File: config.mk
export PLATFORM = sky130hd
export DESIGN_NAME = ps2_key_decoder
export DESIGN_NICKNAME = d
export VERILOG_FILES = /design/src/rtl/ps2_pkg.sv /design/src/rtl/ps2_scan_map.sv /design/src/rtl/ps2_key_decoder.sv
export SDC_FILE = /design/constraint.sdc
export NUM_CORES = 1
export LEC_CHECK = 0
export BUFFER_PORTS_ARGS = -buffer_cell sky130_fd_sc_hd__buf_2
export CORE_ASPECT_RATIO = 0.6
export CORE_UTILIZATION = 40
export CTS_CLUSTER_SIZE = 10
export DETAILED_ROUTE_END_ITERATION = 8
export SLEW_MARGIN = 20
export SYNTH_ARGS = -nofsm -noshare
export SYNTH_HDL_FRONTEND = slang
export SYNTH_HIERARCHICAL = 1
export SYNTH_SLANG_ARGS = --single-unit
File: constraint.sdc
create_clock -name clk -period 2.65 [get_ports clk]
set_clock_uncertainty 0.2 [all_clocks]
set_input_delay 0.265 -clock clk [delete_from_list [all_inputs] [get_ports clk]]
set_output_delay 0.265 -clock clk [all_outputs]
set_load 0.01 [all_outputs]
File: src/rtl/ps2_pkg.sv
// Shared scan-code constants and key indices for the PS/2 key decoder.
// Byte values are PS/2 scan-code set 2.
package ps2_pkg;

    // Prefix bytes
    localparam logic [7:0] SC_EXT    = 8'hE0;
    localparam logic [7:0] SC_BRK    = 8'hF0;

    // Extended-range keys (arrows)
    localparam logic [7:0] SC_LEFT   = 8'h6B;
    localparam logic [7:0] SC_RIGHT  = 8'h74;
    localparam logic [7:0] SC_DOWN   = 8'h72;
    localparam logic [7:0] SC_UP     = 8'h75;

    // Plain keys
    localparam logic [7:0] SC_SPACE  = 8'h29;
    localparam logic [7:0] SC_P      = 8'h4D;
    localparam logic [7:0] SC_A      = 8'h1C;
    localparam logic [7:0] SC_D      = 8'h23;
    localparam logic [7:0] SC_S      = 8'h1B;
    localparam logic [7:0] SC_W      = 8'h1D;

    // Keyboard control and status bytes
    localparam logic [7:0] SC_ACK    = 8'hFA;
    localparam logic [7:0] SC_BAT    = 8'hAA;
    localparam logic [7:0] SC_ECHO   = 8'hEE;
    localparam logic [7:0] SC_RESEND = 8'hFE;
    localparam logic [7:0] SC_OVR0   = 8'h00;
    localparam logic [7:0] SC_OVR1   = 8'hFF;

    localparam int unsigned NUM_KEYS = 6;
    localparam int unsigned KEY_W    = 3;

    typedef logic [KEY_W-1:0] key_idx_t;

    localparam key_idx_t KEY_LEFT   = 3'd0;
    localparam key_idx_t KEY_RIGHT  = 3'd1;
    localparam key_idx_t KEY_DOWN   = 3'd2;
    localparam key_idx_t KEY_ROTATE = 3'd3;
    localparam key_idx_t KEY_DROP   = 3'd4;
    localparam key_idx_t KEY_PAUSE  = 3'd5;

    typedef enum logic [0:0] {
        StIdle,
        StAck
    } dec_state_t;

    // Bytes that come from the keyboard controller itself rather than from a key.
    function automatic logic is_ctrl_byte(input logic [7:0] b);
        return b inside {SC_ACK, SC_BAT, SC_ECHO, SC_RESEND, SC_OVR0, SC_OVR1};
    endfunction

endpackage

File: src/rtl/ps2_scan_map.sv
// Combinational scan-code to game-key lookup; kept separate so the game layer
// can swap the key layout without touching the decoder FSM.
module ps2_scan_map
    import ps2_pkg::*;
#(
    parameter bit ALT_WASD = 1'b1
) (
    input  logic       ext_i,
    input  logic [7:0] byte_i,
    output logic       valid_o,
    output key_idx_t   key_o
);

    always_comb begin
        valid_o = 1'b0;
        key_o   = KEY_LEFT;
        if (ext_i) begin
            case (byte_i)
                SC_LEFT:  begin valid_o = 1'b1; key_o = KEY_LEFT;   end
                SC_RIGHT: begin valid_o = 1'b1; key_o = KEY_RIGHT;  end
                SC_DOWN:  begin valid_o = 1'b1; key_o = KEY_DOWN;   end
                SC_UP:    begin valid_o = 1'b1; key_o = KEY_ROTATE; end
                default:  ;
            endcase
        end else begin
            case (byte_i)
                SC_SPACE: begin valid_o = 1'b1;     key_o = KEY_DROP;   end
                SC_P:     begin valid_o = 1'b1;     key_o = KEY_PAUSE;  end
                SC_A:     begin valid_o = ALT_WASD; key_o = KEY_LEFT;   end
                SC_D:     begin valid_o = ALT_WASD; key_o = KEY_RIGHT;  end
                SC_S:     begin valid_o = ALT_WASD; key_o = KEY_DOWN;   end
                SC_W:     begin valid_o = ALT_WASD; key_o = KEY_ROTATE; end
                default:  ;
            endcase
        end
    end

endmodule

File: src/rtl/ps2_key_decoder.sv
// PS/2 set-2 scan-code parser: consumes receiver bytes and produces Tetris key
// press pulses, held levels and a bad-sequence pulse.
module ps2_key_decoder
    import ps2_pkg::*;
#(
    parameter int unsigned TIMEOUT_CYC = 500_000,
    parameter bit          ALT_WASD    = 1'b1
) (
    input  logic                clk,
    input  logic                rst,
    input  logic                ready,
    input  logic [7:0]          data,
    output logic                rdn,
    output logic [NUM_KEYS-1:0] key_press,
    output logic [NUM_KEYS-1:0] key_held,
    output logic                bad_seq
);

    localparam int unsigned    CntW        = $clog2(TIMEOUT_CYC);
    localparam logic [CntW-1:0] TimeoutLast = CntW'(TIMEOUT_CYC - 1);

    dec_state_t          state_q, state_d;
    logic [7:0]          byte_q, byte_d;
    logic                rdn_q, rdn_d;
    logic                ext_q, ext_d;
    logic                brk_q, brk_d;
    logic [CntW-1:0]     cnt_q, cnt_d;
    logic [NUM_KEYS-1:0] press_q, press_d;
    logic [NUM_KEYS-1:0] held_q, held_d;
    logic                bad_q, bad_d;

    logic                map_valid;
    key_idx_t            map_key;

    ps2_scan_map #(
        .ALT_WASD (ALT_WASD)
    ) u_scan_map (
        .ext_i   (ext_q),
        .byte_i  (byte_q),
        .valid_o (map_valid),
        .key_o   (map_key)
    );

    always_comb begin
        state_d = state_q;
        byte_d  = byte_q;
        rdn_d   = 1'b1;
        ext_d   = ext_q;
        brk_d   = brk_q;
        cnt_d   = cnt_q;
        press_d = '0;
        held_d  = held_q;
        bad_d   = 1'b0;

        unique case (state_q)
            StIdle: begin
                // A pending prefix that waits too long is abandoned.
                if (ext_q || brk_q) begin
                    if (cnt_q == TimeoutLast) begin
                        ext_d = 1'b0;
                        brk_d = 1'b0;
                        bad_d = 1'b1;
                        cnt_d = '0;
                    end else begin
                        cnt_d = cnt_q + CntW'(1);
                    end
                end
                if (ready) begin
                    byte_d  = data;
                    rdn_d   = 1'b0;
                    state_d = StAck;
                end
            end

            StAck: begin
                state_d = StIdle;
                cnt_d   = '0;
                if (byte_q == SC_EXT) begin
                    ext_d = 1'b1;
                end else if (byte_q == SC_BRK) begin
                    brk_d = 1'b1;
                end else begin
                    ext_d = 1'b0;
                    brk_d = 1'b0;
                    if (!is_ctrl_byte(byte_q)) begin
                        if (map_valid) begin
                            if (brk_q) begin
                                held_d[map_key] = 1'b0;
                            end else begin
                                // Typematic repeats of a held key give no new pulse.
                                press_d[map_key] = ~held_q[map_key];
                                held_d[map_key]  = 1'b1;
                            end
                        end else if (ext_q || brk_q) begin
                            bad_d = 1'b1;
                        end
                    end
                end
            end

            default: state_d = StIdle;
        endcase
    end

    always_ff @(posedge clk) begin
        if (rst) begin
            state_q <= StIdle;
            byte_q  <= '0;
            rdn_q   <= 1'b1;
            ext_q   <= 1'b0;
            brk_q   <= 1'b0;
            cnt_q   <= '0;
            press_q <= '0;
            held_q  <= '0;
            bad_q   <= 1'b0;
        end else begin
            state_q <= state_d;
            byte_q  <= byte_d;
            rdn_q   <= rdn_d;
            ext_q   <= ext_d;
            brk_q   <= brk_d;
            cnt_q   <= cnt_d;
            press_q <= press_d;
            held_q  <= held_d;
            bad_q   <= bad_d;
        end
    end

    assign rdn       = rdn_q;
    assign key_press = press_q;
    assign key_held  = held_q;
    assign bad_seq   = bad_q;

endmodule

# Word-level counts from Yosys, hierarchy flattened
# Cells that the tools add are included.
dict set report totals {
  mem_count 0
  ramBits 0
  output_inout_bits 14
  rom_bits 0
  regBits 44
  elab_cells 89
  input_bits 11
  latch_bits 0
}
dict set report op_classes {
  n_div 0
  magnitude_cmp 2
  n_eq_ne 22
  add_sub_neg 1
  reduce_logical 12
  bitwise 10
  mux 33
  shift 0
  n_mul 0
}
# operator n
set ops {}
lappend ops {{== test 8 bit (second input constant)} 7}
lappend ops {{== test 8 x 7 -> 1 bit (second input constant)} 5}
lappend ops {{2-to-1 mux 19 bit} 2}
lappend ops {{case mux 19 bit (2 select lines)} 1}
lappend ops {{== test 8 x 5 -> 1 bit (second input constant)} 3}
lappend ops {{2-to-1 mux 1 bit} 20}
lappend ops {{adder 19 x 1 -> 19 bit (second input constant)} 1}
lappend ops {{== test 19 bit (second input constant)} 1}
lappend ops {{== test 8 x 6 -> 1 bit (second input constant)} 2}
lappend ops {{case mux 3 bit (5 select lines)} 1}
lappend ops {{bitwise AND 6 bit} 2}
lappend ops {{logical NOT 8 bit} 1}
lappend ops {{case mux 1 bit (2 select lines)} 4}
lappend ops {{OR reduction 7 bit} 1}
lappend ops {{2-to-1 mux 6 bit} 1}
lappend ops {{!= test 2 bit (second input constant)} 3}
lappend ops {{inverter 1 bit} 6}
lappend ops {{inverter 6 bit} 1}
lappend ops {{OR 6 bit} 1}
lappend ops {{case mux 2 bit (3 select lines)} 1}
lappend ops {{AND reduction 3 bit} 2}
lappend ops {{nonzero test 6 bit} 1}
lappend ops {{OR reduction 6 bit} 1}
lappend ops {{AND reduction 5 bit} 1}
lappend ops {{other kinds (11)} 11}

# Depth between registers and ports, before layout
dict set report depth {
  word_depth 10
  ltp_mapped 9
}

# Modules after synthesis
# The synthesis kept the hierarchy.
# mod seq_area_each_um2 area_per_inst_um2 cells_per_inst n_inst
set by_module_without_submodules {}
lappend by_module_without_submodules {ps2_key_decoder 880.8 2087.0 256 1}
lappend by_module_without_submodules {ps2_scan_map 0.0 247.7 37 1}

# Least setup slack after synthesis
# OpenSTA, ideal clock, no wires.
dict set report synth_timing {
  path_type {flip-flop to flip-flop}
  startpoint {reg byte_q[3]}
  endpoint {reg (tool-made name)}
  slack_ns 0.208
  setup_ns 0.125
  path_stages_with_launch 10
  synth_period_minus_slack_ns 2.442
  arrival_time_ns 2.117
  path_cell_list {dfxtp_1 -> or3b_4 -> nor4_2 -> o21ai_1 -> a311oi_2 -> nand2_1 -> nor2_1 -> and3_1 -> nand3_1 -> mux2i_1}
}
# item line_no
set synth_rtl {}
lappend synth_rtl {{start, declared} ps2_key_decoder.sv:23} ;# logic [7:0] byte_q, byte_d;
lappend synth_rtl {{start signal, assigned} ps2_key_decoder.sv:118} ;# byte_q <= byte_d;

==> impl_metrics.csv <==
group,metric,value,unit
yosys,muxShareOfSynthArea,0.03912,
yosys,synth_fa_ha_area_frac,0.005359,
yosys,synth_flop_cell,"dfxtp_1",
power,clockPowerShare,0.355,
yosys,ys_ff_latch,44,
place,place_congestion,0.8486,
die,core-area,5597,µm²
setup_path,cp-start-kind,"flip-flop",
power,ir_drop,0.0002148,V
grt,grt_pass1_wl,9308,µm
yosys,synth_area_per_cell,7.968,µm²
setup_path,reg2reg_from,"byte_q[0]$_SDFFE_PP0P_",
setup_path,worstSetupEndpointType,"flip-flop",
cts,clk_latency,0.30,ns
cells_and_area,num-nets-final,346,
cells_and_area,syn_to_final_growth,19.51,%
cts,cts_buffers,5,
grt,antenna_found_initial,0,
yosys,synth_top_cell_area_share,0.3773,
setup_path,critPathLaunch,"byte_q[0]$_SDFFE_PP0P_",
yosys,synth_warnings,6,
cts,cts_buffer_depth,2,
yosys,ys_seq_area_frac,0.3773,
drt,ant_nets,0,
drt,drc,0,
sta,fin_crit,2.478,ns
yosys,synth_top_family_by_area,"simple AND/OR/NAND/NOR gates",
drt,post_drt_wl_per_cell,13.49,µm
drt,initialDrtViolationCount,125,
die,die_area,6157,µm²
sta,finalSetupTns,0,ns
power,p_int,923.7,µW
yosys,syn-cell-area,2335,µm²
power,switching_share,0.2546,
drt,wirelength,5599,µm
sta,post-route-period-util,0.9353,
grt,grt_pass1_vias,1899,
drt,routed_via_density,5.280,
die,die_y,61.18,µm
grt,grt_max_degree,27,
run,drv_cap,0,
yosys,synth_simple_gate_area_frac,0.3617,
setup_path,crit_arrival,2.50,ns
worst_hold_path,hp-class,"in2reg",
yosys,synth-xor-area-share,0.03376,
sta,finalHoldViolCount,0,
yosys,yosysUniqueCellTypes,51,
sta,max_freq,403.5,MHz
sta,tightest_slew,0.7317,ns
yosys,synth_compound_area_frac,0.1442,
sta,relSlewSlack,0.5122,
setup_path,critPathKind,"reg2reg",
yosys,synth_top_area_cell,"dfxtp_1",
yosys,netlist_instances,293,
drt,drtPass1Iterations,5,
setup_path,cp.required,2.67,ns
grt,grt_usage,0.1960,
setup_path,ff2ff_setup_slack,0.17,ns
setup_path,crit_fanout,8,
sta,hold_ws,0.007251,ns
power,power.switching,315.6,µW
sta,rsz0062_at_grt,"no",
die,rows,21,
cts,clk_pin_slew,0.08,ns
drt,vias,2191,
grt,grt-ovfl-total,0,
power,power_density,444.2,nW/µm²
sta,setup_violations,0,
sta,slew_violations,0,
setup_path,reg2reg_depth,9,
cts,cts.root.buffer_cell,"clkbuf_8",
yosys,synth_area_leaders,"dfxtp_1, nand2_1, nand3_1, nand4_1, nor2_1",
place,hpwl,4097,µm
yosys,async_flop_share,0,
yosys,synth-edff-count,0,
power,power.leakage,0.001054,µW
outcome,status,"completed",
cts,h-tree-depth,2,
cells_and_area,num_antenna_cells,0,
yosys,syn_nets,305,
cts,tritoncts,"done",
place,io_buffers,24,
power,p_comb_frac,0.096,
die,die_w,100.6,µm
die,start_util,0.4172,
cells_and_area,drive_gt1_frac,0.1940,
die,io-pin-count,25,
power,pwr-share-seq,0.550,
cts,cts.sinks,44,
worst max-delay path, stage by stage (launching register included):
cell and delay [ns]:
dfxtp_1 0.47, inv_1 0.12, or3_1 0.43, or2_2 0.31, nor2b_1 0.20, nor2_1 0.08, buf_4 0.15, and3_1 0.17
nand3_1 0.09, mux2i_1 0.19
worst min-delay path by stage:
| stage | startpoint | endpoint | slack, ns | depth (start not counted) |
|---|---|---|---|---|
| floorplan | data[7] | byte_q[7]$_SDFFE_PP0P_ | 0.20 | 2 |
| global placement | flip-flop | flip-flop | 0.27 | 2 |
| detailed placement | flip-flop | flip-flop | 0.28 | 2 |
| CTS | data[4] | byte_q[4]$_SDFFE_PP0P_ | 0.003 | 3 |
| global route | data[4] | byte_q[4]$_SDFFE_PP0P_ | 0.04 | 3 |
| finish | data[7] | byte_q[7]$_SDFFE_PP0P_ | 0.007 | 3 |
layout make-up:
| class | instances | area [µm²] |
|---|---|---|
| multi-input cells | 228 | 1375 |
| fillers | 558 | 2806 |
| flip-flops and latches | 44 | 880.8 |
| repair buffers | 48 | 315.3 |
| well taps | 80 | 100.1 |
| clock inverters | 2 | 10.01 |
| clock buffers | 6 | 82.58 |
| inverters | 7 | 26.28 |
logic make-up after synthesis:
kind of cell             count (synthesis)
AO/OA/AOI/OAI                           48
XOR/XNOR                                 9
adder cells (fa/ha/maj)                  1
buffers and inverters                   21
flip-flops                              44
multiplexers                             9
AND/OR/NAND/NOR                        161
per-layer routing:
metal	GRT usage	vias up	wire [µm]
met3	0.04540	6	288
met1	0.3091	995	3222
met4	0.04969	0	51
met2	0.2603	50	2037
met5	0	-	0
li1	-	1140	-
power by group through the flow:
stage | Clock, µW | Sequential (µW) | Combinational, µW
after floorplan | 0 | 697 | 69.6
after global placement | 0 | 696 | 110
after global routing | 474 | 683 | 132
final | 440 | 681 | 118
after detailed placement | 0 | 697 | 110
after CTS | 450 | 681 | 117
synthesized netlist by cell type (2+ instances only):
library cell / n
nand2_1: 45
dfxtp_1: 44
nor2_1: 23
nand3_1: 18
nand4_1: 14
nor3_1: 14
a21oi_1: 12
clkbuf_1: 8
mux2i_1: 8
xor2_1: 8
a31oi_1: 7
nor2b_1: 7
inv_1: 6
and3_1: 5
nand2b_1: 5
nand3b_1: 5
o211ai_1: 5
nor4_1: 4
o21ai_0: 4
o21ai_1: 4
or3_1: 4
buf_2: 3
or2_2: 3
a211oi_1: 2
a21oi_2: 2
buf_1: 2
nand4b_1: 2
nor3b_1: 2
nor4_2: 2
o31ai_1: 2
or3b_1: 2
or4b_1: 2
layout by cell type (no fill, tap or decap), types with 2 or more instances in the layout:
cell type,n
a211oi_1,2
a21oi_1,12
a21oi_2,2
a31oi_1,7
and3_1,5
buf_2,24
buf_4,18
clkbuf_8,6
clkinv_2,2
dfxtp_1,44
dlygate4sd3_1,6
inv_1,6
mux2i_1,8
nand2_1,45
nand2b_1,5
nand3_1,18
nand3b_1,5
nand4_1,14
nand4b_1,2
nor2_1,23
nor2b_1,7
nor3_1,13
nor3b_1,2
nor4_1,3
nor4_2,3
o211ai_1,5
o21ai_0,3
o21ai_1,5
o31ai_1,2
or2_2,3
or3_1,4
or3b_1,2
or4b_1,2
xor2_1,8
repair_timing:
item                                    CTS  global route
hold buffers                              6             0
gates resized for setup                   0             3
endpoints found under the hold margin     6             0
endpoints found under the setup margin    0             3
buffers inserted                          0             1
through the flow:
stage	worst slack, ns	total power, µW	cells	cell area, µm²	utilization
finish	0.1715	1239	415	2790	0.4985
global route	0.00001088	1289	415	2790	0.4985
global placement	0.2513	806.2	400	2619	0.4679
floorplan	0.2082	766.8	293	2335	-
CTS	0.1698	1248	414	2771	0.4952
detailed placement	0.2075	806.6	400	2619	0.4679
Power figures use the tool's default switching activity.
